$ cat src/rtl/move_dispatcher.sv
// move_dispatcher: queues cube moves and issues them to the stepper with settle delay and timeout.
// Define MOVE_CANCEL_EN to cancel an incoming move against its queued inverse at the tail.
module move_dispatcher #(
    parameter int DEPTH          = 64,
    parameter int SETTLE_CYCLES  = 250000,
    parameter int TIMEOUT_CYCLES = 50000000
) (
    input  logic         clock_25mhz,
    input  logic         reset,
    input  logic         load,
    input  logic [199:0] moves_in,
    input  logic         go,
    input  logic         move_done,
    output logic [3:0]   next_move,
    output logic         move_start,
    output logic         busy,
    output logic         done,
    output logic         fault,
    output logic         overflow,
    output logic [7:0]   count,
    output logic [7:0]   step
);
    localparam int AW = $clog2(DEPTH);

    typedef enum logic [2:0] {IDLE, LOAD, ISSUE, WAIT, SETTLE, DONE, FAULT} state_t;

    state_t        state, state_nx;
    logic [3:0]    mem [DEPTH];
    logic [AW-1:0] head, tail;
    logic [199:0]  batch;
    logic [5:0]    k;
    logic [31:0]   timer;
    logic [3:0]    nib;
    logic          ready, valid, full, cancel, push, unpush, drop, pop;

    assign nib    = batch[{k, 2'b00} +: 4];
    assign valid  = nib >= 4'd2 && nib <= 4'd13;
    assign full   = count == 8'(DEPTH);
    assign ready  = state == IDLE || state == DONE;
    assign push   = state == LOAD && valid && !cancel && !full;
    assign drop   = state == LOAD && valid && !cancel && full;
    assign unpush = state == LOAD && valid && cancel;
    assign pop    = state == WAIT && move_done;

`ifdef MOVE_CANCEL_EN
    logic [3:0] tail_move;
    assign tail_move = mem[tail - AW'(1)];
    assign cancel    = count != 8'd0 && tail_move[3:1] == nib[3:1] && tail_move[0] != nib[0];
`else
    assign cancel = 1'b0;
`endif

    always_ff @(posedge clock_25mhz) begin
        if (reset)
            state <= IDLE;
        else
            state <= state_nx;
    end

    always_comb begin
        state_nx = state;
        case (state)
            IDLE, DONE: state_nx = load ? LOAD : go ? (count != 8'd0 ? ISSUE : DONE) : state;
            LOAD:       state_nx = (!valid || k == 6'd49) ? IDLE : LOAD;
            ISSUE:      state_nx = WAIT;
            WAIT:       state_nx = move_done ? SETTLE : timer == 32'(TIMEOUT_CYCLES - 1) ? FAULT : WAIT;
            SETTLE:     state_nx = timer != 32'(SETTLE_CYCLES - 1) ? SETTLE : count != 8'd0 ? ISSUE : DONE;
            default:    state_nx = state;
        endcase
        move_start = state == ISSUE;
        busy       = !(state inside {IDLE, DONE, FAULT});
        done       = state == DONE;
        fault      = state == FAULT;
    end

    // storage carries no reset; emptiness is defined by the pointers and count
    always_ff @(posedge clock_25mhz) begin
        if (ready && load)
            batch <= moves_in;
        if (push)
            mem[tail] <= nib;
    end

    always_ff @(posedge clock_25mhz) begin
        if (reset) begin
            head      <= '0;
            tail      <= '0;
            count     <= 8'd0;
            step      <= 8'd0;
            next_move <= 4'd0;
            overflow  <= 1'b0;
            timer     <= 32'd0;
            k         <= 6'd0;
        end else begin
            timer <= state_nx == state ? timer + 32'd1 : 32'd0;
            k     <= state == LOAD ? k + 6'd1 : 6'd0;
            if (drop)
                overflow <= 1'b1;
            if (push) begin
                tail  <= tail + AW'(1);
                count <= count + 8'd1;
            end
            if (unpush) begin
                tail  <= tail - AW'(1);
                count <= count - 8'd1;
            end
            if (pop) begin
                head  <= head + AW'(1);
                count <= count - 8'd1;
                step  <= step == 8'hff ? step : step + 8'd1;
            end
            if (ready && !load && go)
                step <= 8'd0;
            if (state_nx == ISSUE)
                next_move <= mem[head];
        end
    end
endmodule
$ cat config.mk
export PLATFORM = sky130hd
export DESIGN_NAME = move_dispatcher
export DESIGN_NICKNAME = d
export VERILOG_FILES = /design/src/rtl/move_dispatcher.sv
export SDC_FILE = /design/constraint.sdc
export NUM_CORES = 1
export LEC_CHECK = 0
export BUFFER_PORTS_ARGS = -buffer_cell sky130_fd_sc_hd__buf_2
export CAP_MARGIN = 20
export CORE_MARGIN = 4
export CORE_UTILIZATION = 50
export DETAILED_ROUTE_END_ITERATION = 7
export PLACE_DENSITY = 0.7
export RECOVER_POWER = 50
export SLEW_MARGIN = 10
export SYNTH_ARGS = -nofsm -noshare
export SYNTH_HDL_FRONTEND = slang
export SYNTH_SLANG_ARGS = --single-unit
$ cat constraint.sdc
create_clock -name clock_25mhz -period 8.2 [get_ports clock_25mhz]
set_input_delay 0.82 -clock clock_25mhz [delete_from_list [all_inputs] [get_ports clock_25mhz]]
set_output_delay 0.82 -clock clock_25mhz [all_outputs]
set_load 0.01 [all_outputs]
==> run_results.csv <==
group,metric,value,unit
yosys,synth.cell_area,21740,µm²
routing,drt_wl_total,47030,µm
floorplanning,dieWidth,216.5,µm
setup_path,crit_type,"register to register",
floorplanning,coreArea,43080,µm²
setup_path,crit_required,8.33,ns
power_and_ir_drop,p_int,5.314,mW
sta,finalSetupViolCount,0,
sta,worst_pin_slew,3.327,ns
cells_and_area,utilization,58.40,%
sta,finalCriticalPeriod,6.189,ns
power_and_ir_drop,p_sw,1.843,mW
setup_path,worstPathCellList,"nor2b_1 > nor3_1 > and2_0 > clkbuf_1",
setup_path,reg2reg_depth,4,
power_and_ir_drop,power_density,284.5,nW/µm²
routing,drt-pass1-iter-count,5,
power_and_ir_drop,pwr-share-clk,34.0,%
setup_path,slowest_stage,"and2_0",
global_routing,antenna_found_initial,5,
sta,hold_violations,0,
setup_path,cp-start-kind,"register",
routing,wl_per_cell,21.83,µm
status,failed_checks,"capacitance limit, slew limit",
floorplanning,num_io_pins,230,
global_routing,grt_usage,20.04,%
sta,setup_tns,0,ns
job,max-cap-violations,6,
sta,relSlewSlack,-121.9,%
yosys,ys.flop_type,"edfxtp_1",
cells_and_area,layout_commonest_cell,"edfxtp_1",
clock_network,cts_max_path_buffers,3,
sta,maxSlewViolCount,308,
power_and_ir_drop,ir_drop,0.0002256,V
sta,fmax,161.6,MHz
routing,vias,12090,
yosys,netlist_instances,1296,
sta,skew,0.02132,ns
power_and_ir_drop,power_frac_seq,51.2,%
cells_and_area,n_fill_cell,3276,
setup_path,rrSetupSlack,2.01,ns
setup_path,end_kind,"register",
cells_and_area,fin_area,25160,µm²
setup_path,critPathMaxFanout,59,
yosys,syn_avg_cell_area,16.78,µm²
clock_network,clk-insertion-delay-late,0.60,ns
sta,fin_ws,2.011,ns
clock_network,ctsResizeCount,0,
cells_and_area,multi_input_area,6225,µm²
clock_network,cts_tree,"built",
clock_network,post_cts_buffers,0,
routing,drtIter0Drc,930,
place,gp_congestion,0.8152,
place,numPortBuffers,229,
power_and_ir_drop,power,7.157,mW
clock_network,postCtsHoldBufs,0,
cells_and_area,fin_cells,2154,
cells_and_area,syn_to_final_growth,15.72,%
setup_path,cpPeakStageDelay,2.43,ns
routing,ant_nets,0,
sta,fin_crit_sh,75.47,%
min_path,hold_path_end,"batch[12]",
yosys,ys_warn_count,0,
yosys,ys_ff_latch,530,
place,place_ws,2.962,ns
cells_and_area,drive_gt1_share,26.96,%
global_routing,grt-ovfl-total,0,
yosys,synth-seq-area-share,69.80,%
clock_network,cts-htree-levels,2,
global_routing,grt_pass1_vias,12210,
clock_network,cts_made_buffers,53,
yosys,synth_nets,1514,
setup_path,r2r-start,"state[0]",
min_path,hold_depth,1,
sta,hold_slack,0.4031,ns
power_and_ir_drop,p_comb_share,14.9,%
place,placed_area,23450,µm²
power_and_ir_drop,p_leak,8.143,nW
cells_and_area,seq_area,15180,µm²
floorplanning,die-area,46880,µm²
global_routing,grt_pass1_wl,71710,µm
place,hpwlAfterDp,31180,µm
yosys,synth_edf_count,456,
floorplanning,initial_core_util,50.47,%
floorplanning,rows,76,
yosys,yosysUniqueCellTypes,67,
global_routing,grt_max_degree,93,
clock_network,root_buffer,"clkbuf_16",
floorplanning,chipHeight,216.5,µm
setup_path,crit_start,"state[0]",
routing,post-route-drc-count,0,
cells_and_area,layout_common_cells,"456 x edfxtp_1, 167 x buf_2, 134 x nor2_1",
setup_path,rr_endpoint,"batch[57]",
place,dpl.cell_count,2051,
setup_path,crit_arrival,6.32,ns
clock_network,path_clk_slew,0.06,ns
cells_and_area,nets,1740,
sta,rsz0062_at_grt,"false",
min_path,min_from,"moves_in[12]",
routing,avgViaCountPerCell,5.614,
yosys,async_reset_ff_share,0,%
power_and_ir_drop,p_sw_share,25.75,%
clock_network,clock-sinks,530,
status,outcome,"finished with violations",
min_path,hold_class,"input port to register",
cell families (layout without fill, tap and decap cells):
group,Yosys count,in the layout,share of synthesized area (%)
compound gates,88,88,2.762
xor+xnor,50,50,2.014
fa+ha+maj,13,13,0.7827
buf+inv,87,356,1.796
flops,530,530,69.80
mux,164,164,14.56
other cells,0,4,0
simple gates,364,364,8.287
power by group through the flow:
stage / clock network (mW) / registers, mW / logic [mW]
2_1_floorplan: 0 / 3.68 / 0.722
3_3_place_gp: 0 / 3.68 / 1.05
3_5_place_dp: 0 / 3.69 / 1.06
4_1_cts: 2.47 / 3.63 / 1.06
5_1_grt: 2.59 / 3.70 / 1.17
6_report: 2.43 / 3.66 / 1.06
cell usage after synthesis, types with 6 or more instances:
library cell,n,share of area (%)
buf_1,17,0.29
xor2_1,20,0.81
o21ai_0,16,0.37
mux2i_1,38,1.7
nor2_1,134,2.3
nand2_1,70,1.2
and4_1,6,0.24
clkbuf_1,37,0.64
or2_2,6,0.17
nand3_1,28,0.64
edfxtp_1,456,63
mux2_2,6,0.31
nor2_2,16,0.46
a21oi_1,26,0.60
buf_6,6,0.31
xnor2_1,30,1.2
or3b_2,6,0.24
nor3_1,13,0.30
or3_1,9,0.26
mux4_2,116,12
nand4_1,18,0.52
buf_2,12,0.28
nor2b_1,10,0.29
ha_1,12,0.69
inv_1,14,0.24
nor4_1,8,0.23
dfxtp_1,74,6.8
metal layers:
metal  up-vias  track usage [%]  share of wire [%]
li1       5542                -                  -
met1      6021            27.72                 41
met2       451            32.69                 49
met3        77            3.870                6.8
met4         2            6.187                2.6
met5         -                0              0.021
state kept, by name, indices dropped and copies added (netlist names):
signal,cells
timer,32
step,8
k,6
overflow,1
next_move,4
head,6
mem,256
count,8
state,3
batch,200
tail,6
worst max path at each step:
stage                             to  slack (ns)
after detailed placement  mem[49][2]        2.96
final                      batch[57]        2.01
after CTS                 mem[49][2]        2.87
after global routing       batch[33]        1.43
after global placement     mem[3][0]        2.94
after floorplan             batch[0]        2.14
critical path, delay by kind of cell, from the launching register on:
family	cells	cell delay (ns)
simple gates	3	2.94
buf+inv	1	2.26
flops	1	0.45
layout make-up:
cell class | instances | area share (%)
antenna | 4 | 0.03979
tap | 585 | 2.909
inverter | 14 | 0.2089
timing repair buffer | 244 | 4.735
multi-input combinational | 679 | 24.74
clock inverter | 30 | 1.388
sequential | 530 | 60.36
clock buffer | 68 | 5.620
Note: power is estimated with default switching activity, not from simulation.
